`src/rtl/imm_extend_pipe.sv`:
```
// Registered RISC-V immediate generator: decodes all immediate formats to XLEN and
// buffers results behind a valid/ready handshake with a main + skid register pair.
module imm_extend_pipe #(
    parameter int unsigned XLEN = 32,
    parameter int unsigned CNTW = 8
) (
    input  logic            clk,
    input  logic            rst_n,
    input  logic            flush,
    input  logic            in_valid,
    output logic            in_ready,
    input  logic [31:0]     in_instr,
    input  logic [2:0]      in_immsrc,
    output logic            out_valid,
    input  logic            out_ready,
    output logic [XLEN-1:0] out_immext,
    output logic [31:0]     out_instr,
    output logic            out_illegal,
    output logic [CNTW-1:0] illegal_cnt
);

    typedef enum logic [2:0] {
        FMT_I     = 3'b000,
        FMT_S     = 3'b001,
        FMT_B     = 3'b010,
        FMT_J     = 3'b011,
        FMT_U     = 3'b100,
        FMT_SHAMT = 3'b101,
        FMT_ZIMM  = 3'b110,
        FMT_ILL   = 3'b111
    } fmt_e;

    logic            acc_in;
    logic            acc_out;
    logic [XLEN-1:0] dec_imm;
    logic            dec_ill;
    fmt_e            fmt;

    logic            main_valid;
    logic [XLEN-1:0] main_immext;
    logic [31:0]     main_instr;
    logic            main_illegal;

    logic            skid_valid;
    logic [XLEN-1:0] skid_immext;
    logic [31:0]     skid_instr;
    logic            skid_illegal;

    assign fmt     = fmt_e'(in_immsrc);
    assign acc_in  = in_valid & in_ready;
    assign acc_out = main_valid & out_ready;

    // Sign-fill first, then overwrite the low field; avoids zero-width replications at XLEN=32.
    always_comb begin
        dec_imm = '0;
        dec_ill = 1'b0;
        unique case (fmt)
            FMT_I: begin
                dec_imm        = {XLEN{in_instr[31]}};
                dec_imm[11:0]  = in_instr[31:20];
            end
            FMT_S: begin
                dec_imm        = {XLEN{in_instr[31]}};
                dec_imm[11:0]  = {in_instr[31:25], in_instr[11:7]};
            end
            FMT_B: begin
                dec_imm        = {XLEN{in_instr[31]}};
                dec_imm[12:0]  = {in_instr[31], in_instr[7], in_instr[30:25], in_instr[11:8], 1'b0};
            end
            FMT_J: begin
                dec_imm        = {XLEN{in_instr[31]}};
                dec_imm[20:0]  = {in_instr[31], in_instr[19:12], in_instr[20], in_instr[30:21], 1'b0};
            end
            FMT_U: begin
                dec_imm        = {XLEN{in_instr[31]}};
                dec_imm[31:0]  = {in_instr[31:12], 12'b0};
            end
            FMT_SHAMT: begin
                if (XLEN == 64) dec_imm[5:0] = in_instr[25:20];
                else            dec_imm[4:0] = in_instr[24:20];
            end
            FMT_ZIMM: dec_imm[4:0] = in_instr[19:15];
            FMT_ILL:  dec_ill      = 1'b1;
            default:  dec_ill      = 1'b1;
        endcase
    end

    always_ff @(posedge clk) begin
        if (!rst_n) begin
            main_valid   <= 1'b0;
            main_immext  <= '0;
            main_instr   <= '0;
            main_illegal <= 1'b0;
            skid_valid   <= 1'b0;
            skid_immext  <= '0;
            skid_instr   <= '0;
            skid_illegal <= 1'b0;
        end else if (flush) begin
            main_valid <= 1'b0;
            skid_valid <= 1'b0;
        end else if (!main_valid || acc_out) begin
            if (skid_valid) begin
                main_valid   <= 1'b1;
                main_immext  <= skid_immext;
                main_instr   <= skid_instr;
                main_illegal <= skid_illegal;
                skid_valid   <= acc_in;
                if (acc_in) begin
                    skid_immext  <= dec_imm;
                    skid_instr   <= in_instr;
                    skid_illegal <= dec_ill;
                end
            end else begin
                main_valid <= acc_in;
                if (acc_in) begin
                    main_immext  <= dec_imm;
                    main_instr   <= in_instr;
                    main_illegal <= dec_ill;
                end
            end
        end else if (acc_in) begin
            skid_valid   <= 1'b1;
            skid_immext  <= dec_imm;
            skid_instr   <= in_instr;
            skid_illegal <= dec_ill;
        end
    end

    // Requests arriving during flush are discarded, so they are not counted either.
    always_ff @(posedge clk) begin
        if (!rst_n) begin
            illegal_cnt <= '0;
        end else if (acc_in && !flush && dec_ill && (illegal_cnt != '1)) begin
            illegal_cnt <= illegal_cnt + CNTW'(1);
        end
    end

    assign in_ready    = !skid_valid;
    assign out_valid   = main_valid;
    assign out_immext  = main_immext;
    assign out_instr   = main_instr;
    assign out_illegal = main_illegal;

endmodule

```
`config.mk`:
```
export PLATFORM = sky130hd
export DESIGN_NAME = imm_extend_pipe
export DESIGN_NICKNAME = d
export VERILOG_FILES = /design/src/rtl/imm_extend_pipe.sv
export SDC_FILE = /design/constraint.sdc
export NUM_CORES = 1
export LEC_CHECK = 0
export CAP_MARGIN = 5
export CORE_UTILIZATION = 40
export CTS_BUF_LIST = sky130_fd_sc_hd__clkbuf_2 sky130_fd_sc_hd__clkbuf_4 sky130_fd_sc_hd__clkbuf_8
export CTS_CLUSTER_SIZE = 28
export DETAILED_ROUTE_END_ITERATION = 10
export DONT_BUFFER_PORTS = 1
export GPL_TIMING_DRIVEN = 0
export PLACE_DENSITY = 0.55
export SLEW_MARGIN = 20
export SYNTH_ARGS = -nofsm -noshare
export SYNTH_HDL_FRONTEND = slang
export SYNTH_SLANG_ARGS = --single-unit
```
`constraint.sdc`:
```
create_clock -name clk -period 3.4 [get_ports clk]
set_input_delay 0.34 -clock clk [delete_from_list [all_inputs] [get_ports clk]]
set_output_delay 0.34 -clock clk [all_outputs]
set_load 0.01 [all_outputs]
```
== Word level (Yosys, flattened, before mapping) ==
Index checks and enable logic that the tools add are counted.

* Multiplexer cells: 22
* Eq/ne operators: 9
* Bitwise operators: 4
* Reduce and logical (&&, ||, !) cells: 15
* Add/subtract/negate cells: 1

{| class="wikitable"
|+ Operator list
! operator !! count
|-
| $mux 32 || 10
|-
| $pmux 27 s4 || 1
|-
| $pmux 5 s5 || 1
|-
| $eq 3x3->1 const B || 4
|-
| $mux 1 || 10
|-
| $add 8x1->8 const B || 1
|-
| $ne 8x8->1 const B || 1
|-
| $eq 3x2->1 const B || 2
|-
| $reduce_or 2->1 || 3
|-
| $reduce_bool 2->1 || 2
|-
| $eq 3x1->1 const B || 1
|-
| $logic_and 1x1->1 || 3
|-
| $logic_not 1->1 || 3
|-
| $logic_not 3->1 || 1
|-
| $reduce_and 3->1 || 1
|-
| $and 1x1->1 || 2
|-
| $ne 2x2->1 const B || 1
|-
| $not 1->1 || 2
|-
| $reduce_and 2->1 || 1
|-
| $logic_or 1x1->1 || 1
|}

* Register bits after elaboration: 140
* Output and inout bits: 75
* Bits of input ports: 40

== Longest topological paths before layout ==
* Word-level depth: 6
* Mapped depth: 7
* Gate-level depth less buffers: 5

== Worst setup path before layout ==
OpenSTA, ideal clock, no wires.

* Path type: input-to-reg
* Start point: input port in_immsrc[1]
* End point: register main_immext[18], in the netlist out_immext[18]
* Setup slack: 1956 ps
* Cell stages on the path: 6
* Data arrival time: 1306 ps
* Setup time: 137 ps
* Required time: 3263 ps
* Cells stage by stage: buf_4 > nand2_1 > buf_2 > nor3b_1 > a221oi_1 > o221ai_1

* Cells in the longest elaborated chain, start to end: 5
* Elaborated cells on any way between the ends: 9
* Classes of those cells: eq/ne (4); mux (3); reduce/logical (2)

{| class="wikitable"
|+ Ends and longest elaborated chain
! item !! line !! text
|-
| start: declaration || 13 || <nowiki>input logic [2:0] in_immsrc,</nowiki>
|-
| $eq 3x1->1 or $logic_not 3->1 (tied branches) || 57 || <nowiki>unique case (fmt)</nowiki>
|-
| $reduce_or 2->1 (no source line) || -- ||
|-
| $pmux 27 s4 (*) || 57 ||
|-
| $mux 32 (*) || 115 || <nowiki>if (acc_in) begin</nowiki>
|-
| $mux 32 (*) || 102 || <nowiki>if (skid_valid) begin</nowiki>
|-
| end signal: assignment || 104 || <nowiki>main_immext <= skid_immext;</nowiki>
|-
| end signal: assignment || 116 || <nowiki>main_immext <= dec_imm;</nowiki>
|-
| end: declaration || 40 || <nowiki>logic [XLEN-1:0] main_immext;</nowiki>
|}

Mark *: on every way between the ends. The rest lies on a longest branch, timed or not. The select of a mux whose other input is x is not followed.
A chain may end at the register's enable or synchronous reset.

== Final worst setup path ==
* Start point: register skid_valid
* End point: output port in_ready

* Cells in the longest elaborated chain, start to end: 1

{| class="wikitable"
|+ Ends and longest elaborated chain
! item !! line !! text
|-
| start: declaration || 44 || <nowiki>logic skid_valid;</nowiki>
|-
| start signal: assignment || 107 || <nowiki>skid_valid <= acc_in;</nowiki>
|-
| $logic_not 1->1 || 138 || <nowiki>assign in_ready = !skid_valid;</nowiki>
|-
| end: declaration || 11 || <nowiki>output logic in_ready,</nowiki>
|}

No other way between the ends.

==> metrics.md <==
| Metric | Value |
|---|---|
| Syn Std Cell Area | 0.006070 mm^2 |
| Top cells by area, synth | sky130_fd_sc_hd__dfxtp_1 46%, sky130_fd_sc_hd__mux2i_1 6.9%, sky130_fd_sc_hd__a211oi_1 6.3% |
| Per-cell routed wire length | 20.52 um |
| Outcome | finished, violations left |
| Startpoint of the most critical register-to-register path | skid_valid |
| Cell row count | 44 |
| Worst clock skew on the final layout | 7.769 ps |
| Family of cells with the greatest summed delay on the critical path | buffers and inverters |
| Synth Net Count | 749 |
| Root buf cell | sky130_fd_sc_hd__clkbuf_8 |
| Violations in the final reports | design-rule violations |
| Buffer count from post-CTS setup fixing | 0 |
| Hold crit path type | input pin to register |
| Setup repair after global routing missed its margin | no |
| Crit. Startpoint | skid_valid |
| Crit path kind | register to primary output |
| Number of fill cells | 1434 |
| Min Tclk post-route | 2005 ps |
| Static leakage | 2.259 nW |
| Worst reg2reg endpoint | out_immext[26] |
| Leading area contributor after synthesis | sky130_fd_sc_hd__dfxtp_1 |
| Global-route wire length before repair | 30400 um |
| Leftover overflow at the end of global routing | 0 |
| CTS H-tree lvls | 4 |
| Transition time of the tightest slew-check pin | 748.3 ps |
| EDFF count, synth | 0 |
| Starting Density | 0.4145 |
| Clock insertion delay at the later pin of the skew report | 460 ps |
| Routability-driven placement congestion ratio | 0.8858 |
| CP Capture Point | in_ready |
| Peak clock frequency supported by timing | 0.4988 GHz |
| Top cells by instance count after synthesis | 140 x sky130_fd_sc_hd__dfxtp_1, 94 x sky130_fd_sc_hd__nand2_1, 65 x sky130_fd_sc_hd__a21oi_1, 55 x sky130_fd_sc_hd__nor2_1, 51 x sky130_fd_sc_hd__a211oi_1 |
| Maximum fanout along the worst path | 10 |
| Total Routed Length | 19480 um |
| Post-route ant nets | 0 |
| Async set or reset register ratio after synthesis | 0 |
| Pwr Density | 490.0 mW/mm^2 |
| Number of synthesis warnings | 0 |
| Die Ht | 125.2 um |
| Share of the synthesized area in the top cell type | 0.4618 |
| Series of cell instances along the critical path | buf_6 > inv_1 > clkbuf_1 |
| Final period util | 0.5896 |
| Post-synthesis register bit count | 140 |
| Setup total negative slack | 0 ps |
| Slew Viols, Final | 0 |
| Share of synthesized area occupied by flip-flops and latches | 0.4618 |
| Setup slack on the worst flop-to-flop path | 1460 ps |
| Crit path arrival time | 1660 ps |
| Die Outline Area | 0.01567 mm^2 |
| Most numerous cell in the Yosys netlist | sky130_fd_sc_hd__dfxtp_1 |
| Number of global-route vias before repair | 5326 |
| Critical Path End Type | primary output |
| Nets | 792 |
| Setup-violating endpoint count in the final report | 0 |
| Port bufs | 0 |
| Initial antenna violation count | 0 |
| Overall via count from detail_route | 5547 |
| Largest voltage drop on the vdd net | 230.5 uV |
| Total number of clock tree sinks | 140 |
| Count of buffering cells on the critical path with inverters included | 3 |
| Combined global-route utilization of all metal layers | 0.2548 |
| Cell depth of the worst flop-to-flop path | 7 |
| Area added between synthesis and finish | 14.24% |
| Stages on worst setup path | 3 |
| Worst Setup Start Kind | register |
| Crit-path max cell delay | 500 ps |
| Cts bufs inserted | 17 |
| Clock tree from TritonCTS | built |
| Distinct cells, synth | 41 |
| Chip width | 125.2 um |
| Average cell area after synthesis | 8.573 um^2 |
| Total core area | 0.01464 mm^2 |
| Mean number of vias per cell | 5.845 |
| Largest buffer count on any clock path | 2 |
| Endpoint required time on the critical path | 3060 ps |
| DP Cell Count | 892 |
| Crit path max-delay cell type | sky130_fd_sc_hd__clkbuf_1 |
| Number of hold violations in the final report | 0 |
| DP HPWL | 14110 um |
| Maximum Capacitance Violations | 0 |
| I/O pins | 115 |
| Fraction of final layout cells with drive strength greater than 1 | 0.08901 |
| Number of design rule violations left after detail routing | 44 |
| Pin count of the biggest net entering global routing | 17 |
| TritonRoute pass-1 iters | 8 |
| Drt first-iter violations | 446 |
| Clock input transition at the sequential cells of the worst setup and hold paths | 80 ps |
| Relative slew slack | 0.5011 |
| Number of cells produced by synthesis | 708 |
| Non-filler cells, final | 949 |
| Ys flop type | sky130_fd_sc_hd__dfxtp_1 |
==> metal layers <==
metal	up-vias	GRT usage	share of wire
met4	0	0.1004	0.027
met5	-	0	0
met1	2657	0.3199	0.43
met2	226	0.4081	0.45
li1	2629	-	-
met3	35	0.07831	0.092
==> repair_timing <==
action | in CTS | in global routing
gates resized for setup | 0 | 0
endpoints found under the hold margin | 24 | 0
hold buffers | 24 | 0
==> worst min-delay path by stage <==
| stage | from | end | slack, ps | cells after the start |
|---|---|---|---|---|
| 3_5_place_dp | skid_immext[7] | skid_immext[7] | 450 | 2 |
| 6_report | in_instr[24] | skid_instr[24] | 20 | 2 |
| 3_3_place_gp | skid_instr[14] | skid_instr[14] | 440 | 2 |
| 2_1_floorplan | skid_immext[11] | skid_immext[11] | 440 | 2 |
| 5_1_grt | in_instr[3] | skid_instr[3] | 7 | 2 |
| 4_1_cts | in_instr[17] | skid_instr[17] | 0.6 | 2 |
==> per-stage QoR <==
step / total power [W] / utilization / hold WS [ps] / instance area, um^2 / setup slack [ps]
after global placement: 0.002053 / 0.4302 / 441.5 / 6300 / 1524
after CTS: 0.003421 / 0.4733 / 0.6321 / 6932 / 1382
final: 0.003398 / 0.4735 / 21.53 / 6934 / 1395
after global routing: 0.003526 / 0.4733 / 6.938 / 6932 / 1299
after detailed placement: 0.002060 / 0.4302 / 448.1 / 6300 / 1523
after floorplan: 0.001979 / - / 435.7 / 6070 / 1956
==> sequential cells by signal (all words and copies together), names as in the netlist <==
name,count
out_instr,32
skid_valid,1
skid_instr,32
out_valid,1
skid_illegal,1
illegal_cnt,8
out_immext,32
out_illegal,1
skid_immext,32
==> cell families (layout without fill, tap and decap cells) <==
family	count (synthesis)	count (layout)	synth area share
and+or+nand+nor	259	259	0.2010
DFF	140	140	0.4618
buffers and inverters	72	128	0.05710
other	0	1	0
xor gates and xnor gates	2	2	0.004124
muxes	46	46	0.07668
adders and majority gates	1	1	0.002061
AOI/OAI and AO/OA	188	188	0.1973
==> cell usage in the layout (no fill, tap or decap), types with 8 or more instances in the layout <==
cell	n
sky130_fd_sc_hd__o211ai_1	18
sky130_fd_sc_hd__a211oi_1	51
sky130_fd_sc_hd__dlygate4sd3_1	24
sky130_fd_sc_hd__o221ai_1	8
sky130_fd_sc_hd__dfxtp_1	140
sky130_fd_sc_hd__buf_2	19
sky130_fd_sc_hd__nand3_1	43
sky130_fd_sc_hd__buf_4	8
sky130_fd_sc_hd__nand2_1	94
sky130_fd_sc_hd__clkbuf_8	18
sky130_fd_sc_hd__a21oi_1	65
sky130_fd_sc_hd__mux2i_1	42
sky130_fd_sc_hd__o21ai_0	24
sky130_fd_sc_hd__nor3_1	15
sky130_fd_sc_hd__nor2_1	55
sky130_fd_sc_hd__a221oi_1	8
sky130_fd_sc_hd__and2_1	11
sky130_fd_sc_hd__nor3b_1	16
sky130_fd_sc_hd__clkbuf_1	32
==> where the power goes <==
part | internal, W | switching, W | total (W)
Combinational | 0.000118 | 0.000179 | 0.000297
Sequential | 0.00169 | 0.0000590 | 0.00175
Clock | 0.000671 | 0.000679 | 0.00135
==> area by class of cell <==
cell class / count / area, um^2 / share of cell area
clock buffer: 18 / 247.7 / 0.03573
inverter: 5 / 18.77 / 0.002707
tap: 184 / 230.2 / 0.03320
timing repair buffer: 24 / 240.2 / 0.03464
clock inverter: 14 / 143.9 / 0.02075
sequential: 140 / 2803 / 0.4042
antenna: 1 / 2.502 / 0.0003609
multi-input combinational: 496 / 2920 / 0.4211
buffer: 67 / 327.8 / 0.04728
Power figures use the tool's default switching activity.
